File: src/rtl/uart_pkg.sv
// Shared UART definitions: FSM state encoding, default divider and line idle level.
// The receiver imports the same package.
package uart_pkg;
  typedef enum logic [2:0] {
    S_IDLE   = 3'd0,
    S_START  = 3'd1,
    S_DATA   = 3'd2,
    S_PARITY = 3'd3,
    S_STOP   = 3'd4
  } uart_state_e;

  localparam int   CLKS_PER_BIT_DEF = 868;  // 100 MHz / 115200
  localparam logic LINE_IDLE        = 1'b1;
endpackage

File: src/rtl/uart_tx_if.sv
// FIFO read port plus serial line of the transmitter.
// The master side is the transmitter; the slave side is the FIFO and line environment.
interface uart_tx_if #(parameter int data_size = 8);
  logic [data_size-1:0] fifo_dout;
  logic                 fifo_empty;
  logic                 fifo_rd_en;
  logic                 tx;
  logic                 busy;

  modport master (input fifo_dout, fifo_empty, output fifo_rd_en, tx, busy);
  modport slave  (output fifo_dout, fifo_empty, input fifo_rd_en, tx, busy);
endinterface

File: src/rtl/uart_baud_gen.sv
// Bit-period counter: emits a one-cycle tick on the last cycle of every bit.
// Clear restarts the period so a new frame is aligned to the load edge.
module uart_baud_gen import uart_pkg::*; #(
  parameter int CLKS_PER_BIT = CLKS_PER_BIT_DEF
) (
  input  logic clk,
  input  logic srst,
  input  logic clr_i,
  input  logic en_i,
  output logic tick_o
);
  localparam int            CW = (CLKS_PER_BIT > 1) ? $clog2(CLKS_PER_BIT) : 1;
  localparam logic [CW-1:0] TC = CW'(CLKS_PER_BIT - 1);

  logic [CW-1:0] cnt_q, cnt_d;

  assign tick_o = en_i && (cnt_q == TC);

  always_comb begin
    cnt_d = cnt_q;
    if (clr_i)     cnt_d = '0;
    else if (en_i) cnt_d = tick_o ? '0 : cnt_q + CW'(1);
  end

  always_ff @(posedge clk or posedge srst) begin
    if (srst) cnt_q <= '0;
    else      cnt_q <= cnt_d;
  end
endmodule

File: src/rtl/uart_tx.sv
// UART transmitter draining a fall-through FIFO: start, LSB-first data, optional
// parity, 1 or 2 stop bits. The pop edge is also the edge that drives the start bit.
module uart_tx import uart_pkg::*; #(
  parameter int data_size    = 8,
  parameter int CLKS_PER_BIT = CLKS_PER_BIT_DEF,
  parameter int PARITY_EN    = 0,
  parameter int PARITY_ODD   = 0,
  parameter int STOP_BITS    = 1
) (
  input logic       clk,
  input logic       srst,
  uart_tx_if.master bus
);
  localparam int            IW        = (data_size > 1) ? $clog2(data_size) : 1;
  localparam logic [IW-1:0] LAST_IDX  = IW'(data_size - 1);
  localparam logic          LAST_STOP = 1'(STOP_BITS - 1);

  uart_state_e          state_q, state_d;
  logic [data_size-1:0] shreg_q, shreg_d;
  logic [IW-1:0]        idx_q, idx_d;
  logic                 stop_q, stop_d;
  logic                 par_q, par_d;
  logic                 tx_q, tx_d;
  logic                 busy_q, busy_d;
  logic                 tick, load;

  uart_baud_gen #(.CLKS_PER_BIT(CLKS_PER_BIT)) u_baud (
    .clk    (clk),
    .srst   (srst),
    .clr_i  (load),
    .en_i   (state_q != S_IDLE),
    .tick_o (tick)
  );

  // Reloading straight out of the last stop bit keeps back-to-back frames gapless.
  assign load = ((state_q == S_IDLE) ||
                 (state_q == S_STOP && tick && stop_q == LAST_STOP)) && !bus.fifo_empty;

  assign bus.fifo_rd_en = load && !srst;
  assign bus.tx         = tx_q;
  assign bus.busy       = busy_q;

  always_comb begin
    state_d = state_q;
    shreg_d = shreg_q;
    idx_d   = idx_q;
    stop_d  = stop_q;
    par_d   = par_q;
    case (state_q)
      S_START: if (tick) begin
        state_d = S_DATA;
        idx_d   = '0;
      end
      S_DATA: if (tick) begin
        shreg_d = shreg_q >> 1;
        idx_d   = idx_q + IW'(1);
        if (idx_q == LAST_IDX) begin
          state_d = (PARITY_EN != 0) ? S_PARITY : S_STOP;
          stop_d  = 1'b0;
        end
      end
      S_PARITY: if (tick) begin
        state_d = S_STOP;
        stop_d  = 1'b0;
      end
      S_STOP: if (tick) begin
        if (stop_q == LAST_STOP) state_d = S_IDLE;
        else                     stop_d  = stop_q + 1'b1;
      end
      default: ;
    endcase
    if (load) begin
      state_d = S_START;
      shreg_d = bus.fifo_dout;
      idx_d   = '0;
      stop_d  = 1'b0;
      // Parity comes from the whole byte at load, before any shifting.
      par_d   = (^bus.fifo_dout) ^ 1'(PARITY_ODD);
    end
  end

  // Line and busy are registered from the next state so they change on the transition edge.
  always_comb begin
    tx_d   = LINE_IDLE;
    busy_d = (state_d != S_IDLE);
    case (state_d)
      S_START:  tx_d = 1'b0;
      S_DATA:   tx_d = shreg_d[0];
      S_PARITY: tx_d = par_d;
      default:  tx_d = LINE_IDLE;
    endcase
  end

  always_ff @(posedge clk or posedge srst) begin
    if (srst) begin
      state_q <= S_IDLE;
      shreg_q <= '0;
      idx_q   <= '0;
      stop_q  <= 1'b0;
      par_q   <= 1'b0;
      tx_q    <= LINE_IDLE;
      busy_q  <= 1'b0;
    end else begin
      state_q <= state_d;
      shreg_q <= shreg_d;
      idx_q   <= idx_d;
      stop_q  <= stop_d;
      par_q   <= par_d;
      tx_q    <= tx_d;
      busy_q  <= busy_d;
    end
  end
endmodule
File: src/flat_wrapper.sv
// flat-port wrapper written by rule: the top's interface ports become plain ports
module uart_tx_flat import uart_pkg::*;
#(
  parameter int data_size    = 8,
  parameter int CLKS_PER_BIT = CLKS_PER_BIT_DEF,
  parameter int PARITY_EN    = 0,
  parameter int PARITY_ODD   = 0,
  parameter int STOP_BITS    = 1
)
  (clk, srst, bus_fifo_dout, bus_fifo_empty, bus_fifo_rd_en, bus_tx, bus_busy);
  uart_tx_if #(.data_size(data_size)) bus_i ();
  input logic clk;
  input logic srst;
  input wire logic [$bits(bus_i.fifo_dout)-1:0] bus_fifo_dout;
  input wire logic [$bits(bus_i.fifo_empty)-1:0] bus_fifo_empty;
  output wire logic [$bits(bus_i.fifo_rd_en)-1:0] bus_fifo_rd_en;
  output wire logic [$bits(bus_i.tx)-1:0] bus_tx;
  output wire logic [$bits(bus_i.busy)-1:0] bus_busy;
  assign bus_i.fifo_dout = bus_fifo_dout;
  assign bus_i.fifo_empty = bus_fifo_empty;
  assign bus_fifo_rd_en = bus_i.fifo_rd_en;
  assign bus_tx = bus_i.tx;
  assign bus_busy = bus_i.busy;
  uart_tx #(.data_size(data_size), .CLKS_PER_BIT(CLKS_PER_BIT), .PARITY_EN(PARITY_EN), .PARITY_ODD(PARITY_ODD), .STOP_BITS(STOP_BITS)) u_core (.clk(clk), .srst(srst), .bus(bus_i));
endmodule
File: config.mk
export PLATFORM = sky130hd
export DESIGN_NAME = uart_tx_flat
export DESIGN_NICKNAME = d
export VERILOG_FILES = /design/src/rtl/uart_pkg.sv /design/src/rtl/uart_tx_if.sv /design/src/rtl/uart_baud_gen.sv /design/src/rtl/uart_tx.sv /design/src/flat_wrapper.sv
export SDC_FILE = /design/constraint.sdc
export NUM_CORES = 1
export LEC_CHECK = 0
export ABC_AREA = 1
export CORE_ASPECT_RATIO = 1.1
export CORE_UTILIZATION = 62
export DETAILED_ROUTE_END_ITERATION = 10
export GPL_TIMING_DRIVEN = 0
export PLACE_DENSITY = 0.84
export SLEW_MARGIN = 20
export SYNTH_ARGS = -nofsm -noshare
export SYNTH_HDL_FRONTEND = slang
export SYNTH_SLANG_ARGS = --single-unit
File: constraint.sdc
create_clock -name clk -period 3.11 [get_ports clk]
set_clock_uncertainty 0.2 [all_clocks]
set_input_delay 0.622 -clock clk [delete_from_list [all_inputs] [get_ports clk]]
set_output_delay 0.622 -clock clk [all_outputs]
set_load 0.005 [all_outputs]
==> flow_summary_export.csv, run 1 <==
group,metric,value,unit
clock_network,post_cts_buffers,0,
setup_path,worstPathArrival,2.15,ns
route,drc,0,
synthesis,ys_async_sr_fraction,1.00,
synthesis,synth_fp_nets,249,
clock_network,cts_buffer_depth,2,
cells_and_area,stdcell_count,283,
sta,setup_tns,0,ns
synthesis,ys_seq_area_frac,0.384,
floorplanning,fp.dieH,57.9,um
route,ant_nets,0,
setup_path,cp_top_family,"simple AND/OR/NAND/NOR gates",
floorplanning,core.rowCount,19,
floorplanning,start_util,0.680,
pwr,p_total,547,uW
clock_network,path_clk_slew,0.14,ns
synthesis,synth_ff_type,"dfrtp_1",
route,drt_iter0_drc,16,
route,wl_per_cell,11.1,um
clock_network,cts-hold-fix-buffers,0,
floorplanning,dieArea,3060,um^2
synthesis,synth.distinct_cells,32,
floorplanning,io_pins,14,
pwr,p_leak,0.000975,uW
clock_network,cts_tree,"built",
synthesis,yosys_warnings,0,
clock_network,htreeDepth,1,
setup_path,cp_num_buf_inv,1,
setup_path,worstSetupPathType,"flip-flop to output port",
cells_and_area,ff_latch_area,677,um^2
clock_network,cts_made_buffers,3,
setup_path,cp_slowest_cell,"clkdlybuf4s50_1",
sta,tightest_slew,0.926,ns
route,postRouteWirelength,3.14,mm
cells_and_area,final_net_count,267,
placement,dpl.cell_count,279,
setup_path,crit_fanout,9,
sta,whs,0.313,ns
synthesis,syn_avg_cell_area,7.50,um^2
global_route,grt_use_total,0.237,
clock_network,cts-root-buf,"clkbuf_4",
sta,fmax,0.337,GHz
cells_and_area,area_growth_syn_to_layout,11.2,%
global_route,grt_pass1_vias,1384,
setup_path,critical_path.cell_chain,"ha_2, nand2_2, nor2_2, nand3_4, nand2_4, nand2_8, nor2_1, clkdlybuf4s50_1",
placement,gp_congestion,0.888,
placement,dp_hpwl,2.52,mm
setup_path,start_kind,"flip-flop",
floorplanning,coreArea,2590,um^2
cells_and_area,fin_area,1960,um^2
global_route,grt_pass1_wl,5.44,mm
global_route,overflow,0,
placement,port_buffers,13,
synthesis,synth-seq-cells,27,
sta,relSlewSlack,0.379,
run,max-cap-violations,0,
route,vias_per_cell,5.25,
setup_path,r2r_cells,6,
clock_network,cts.sinks,27,
floorplanning,die_w,52.8,um
sta,maxSlewViolCount,0,
sta,period_needed,2.97,ns
sta,finalSetupViolations,0,
pwr,power_density,279,nW/um^2
sta,fin_crit_sh,0.955,
synthesis,synth_area,1760,um^2
setup_path,cp.required,2.29,ns
setup_path,cp.depth,8,
clock_network,insertion_delay,0.32,ns
setup_path,cp-end-kind,"output port",
hold_path,hold-path-cell-count,2,
cells_and_area,insertedDiodeCount,0,
route,via_count,1485,
sta,rsz0062_at_grt,"no",
global_route,antenna_found_initial,0,
cells_and_area,drive_gt1_frac,0.194,
setup_path,slowest_delay,0.50,ns
pwr,ir_drop,0.000254,V
route,drt-pass1-iter-count,4,
cells_and_area,nFillCells,210,
synthesis,syn_inst,235,
placement,dpl_cell_area,1930,um^2
hold_path,hold_class,"flip-flop to flip-flop",
synthesis,synth_edf_count,0,
sta,finalHoldViolCount,0,
outcome,outcome,"complete, no violations",
global_route,grt_max_degree,28,
cells_and_area,multi_input_area,925,um^2
[through the flow]
stage | setup slack, ns | utilization
final | 0.139 | 0.757
after global routing | 0.0243 | 0.757
after CTS | 0.0949 | 0.756
after detailed placement | 0.214 | 0.746
after global placement | 0.252 | 0.746
after floorplan | 1.09 | -
[sequential cells by signal, indices dropped and copies added (netlist names)]
signal,cells
u_core.state_q,3
u_core.shreg_q,8
u_core.u_baud.cnt_q,10
u_core.bus.busy,1
u_core.idx_q,3
u_core.bus.tx,1
u_core.par_q,1
[power breakdown]
part / internal [uW] / switching [uW]
sequential: 351 / 0
combinational: 19.0 / 25.3
clock: 50.2 / 101
total: 420 / 126
[worst paths after layout]
kind | from | endpoint | slack (ns)
setup / recovery | u_core.u_baud.cnt_q[0] | bus_fifo_rd_en | 0.14
hold / removal | u_core.idx_q[1] | u_core.idx_q[1] | 0.31
setup reg to reg | u_core.u_baud.cnt_q[0] | u_core.u_baud.cnt_q[1] | 1.23
hold reg to reg | u_core.idx_q[1] | u_core.idx_q[1] | 0.31
max in group asynchronous | srst | u_core.idx_q[2] | 1.76
min in group asynchronous | srst | u_core.par_q | 0.53
[placed cells by master, fill, tap and decap left out, types with 2 or more instances in the layout]
cell type / Yosys / layout
nand2_2: 7 / 7
nor2_1: 16 / 16
o21ai_0: 3 / 3
clkinv_4: 2 / 2
xor2_1: 2 / 2
inv_1: 31 / 30
ha_1: 3 / 2
nand3_2: 4 / 4
nand2_1: 78 / 78
nand4_1: 4 / 4
nor3_1: 3 / 3
clkbuf_4: 0 / 3
nand3_1: 9 / 9
dfrtp_1: 26 / 26
nor2_4: 2 / 2
clkdlybuf4s50_1: 0 / 13
nand2_4: 2 / 2
a21oi_1: 2 / 2
o221ai_1: 6 / 6
a31oi_1: 2 / 2
nor3_2: 4 / 4
o21ai_2: 2 / 2
nor2_2: 9 / 9
inv_2: 8 / 8
[repair_timing]
action,CTS,global route
hold endpoints to repair,0,0
endpoints found under the setup margin,0,1
resized for setup,0,1
[cell type report]
cell class / count / share of cell area
clock buffer: 4 / 0.0134
inverter: 41 / 0.0836
sequential: 27 / 0.345
tap: 31 / 0.0198
multi-input combinational: 167 / 0.472
timing repair buffer: 13 / 0.0664
[routing by layer]
metal,global-route usage,wire (um),vias up
met5,0,0,-
met4,0.0977,75,0
met3,0.0184,66,9
met2,0.425,1610,28
met1,0.286,1380,671
li1,-,-,777
[worst min-delay path, cell delays in order, from the launching register on]
cell	delay, ns
dfrtp_1	0.38
nand2_1	0.06
nand2_1	0.06
[cells by family (layout without fill, tap and decap cells)]
logic type,after synthesis,in the layout,share of synthesized area
AO/OA/AOI/OAI,21,21,0.0894
XOR/XNOR,3,3,0.0149
adder cells (fa/ha/maj),3,3,0.0213
buffers and inverters,41,58,0.0930
flip-flops,27,27,0.384
AND/OR/NAND/NOR,140,140,0.397
[Yosys cell counts, types with 2 or more instances]
cell,number,area share
o21ai_0,3,0.0085
clkinv_4,2,0.0099
inv_2,8,0.017
nand3_2,4,0.023
ha_1,3,0.021
nand4_1,4,0.014
o21ai_2,2,0.0099
dfrtp_1,26,0.37
nand3_1,9,0.026
nand2_4,2,0.013
nor2_4,2,0.013
nand2_2,7,0.025
a21oi_1,2,0.0057
nor2_1,16,0.034
xor2_1,2,0.0099
nor2_2,9,0.032
nand2_1,78,0.17
nor3_2,4,0.023
nor3_1,3,0.0085
a31oi_1,2,0.0071
inv_1,31,0.066
o221ai_1,6,0.030
Note: power is estimated with default switching activity, not from simulation.
==> inputs of run 2 (changes only) <==
--- a/config.mk
+++ b/config.mk
@@ -8,6 +8,7 @@
 export ABC_AREA = 1
 export CORE_ASPECT_RATIO = 1.1
 export CORE_UTILIZATION = 62
+export CTS_CLUSTER_DIAMETER = 150
 export DETAILED_ROUTE_END_ITERATION = 10
 export GPL_TIMING_DRIVEN = 0
 export PLACE_DENSITY = 0.84
==> results of run 2 <==
Final layout, timing and power as in run 1 (identical DEF).
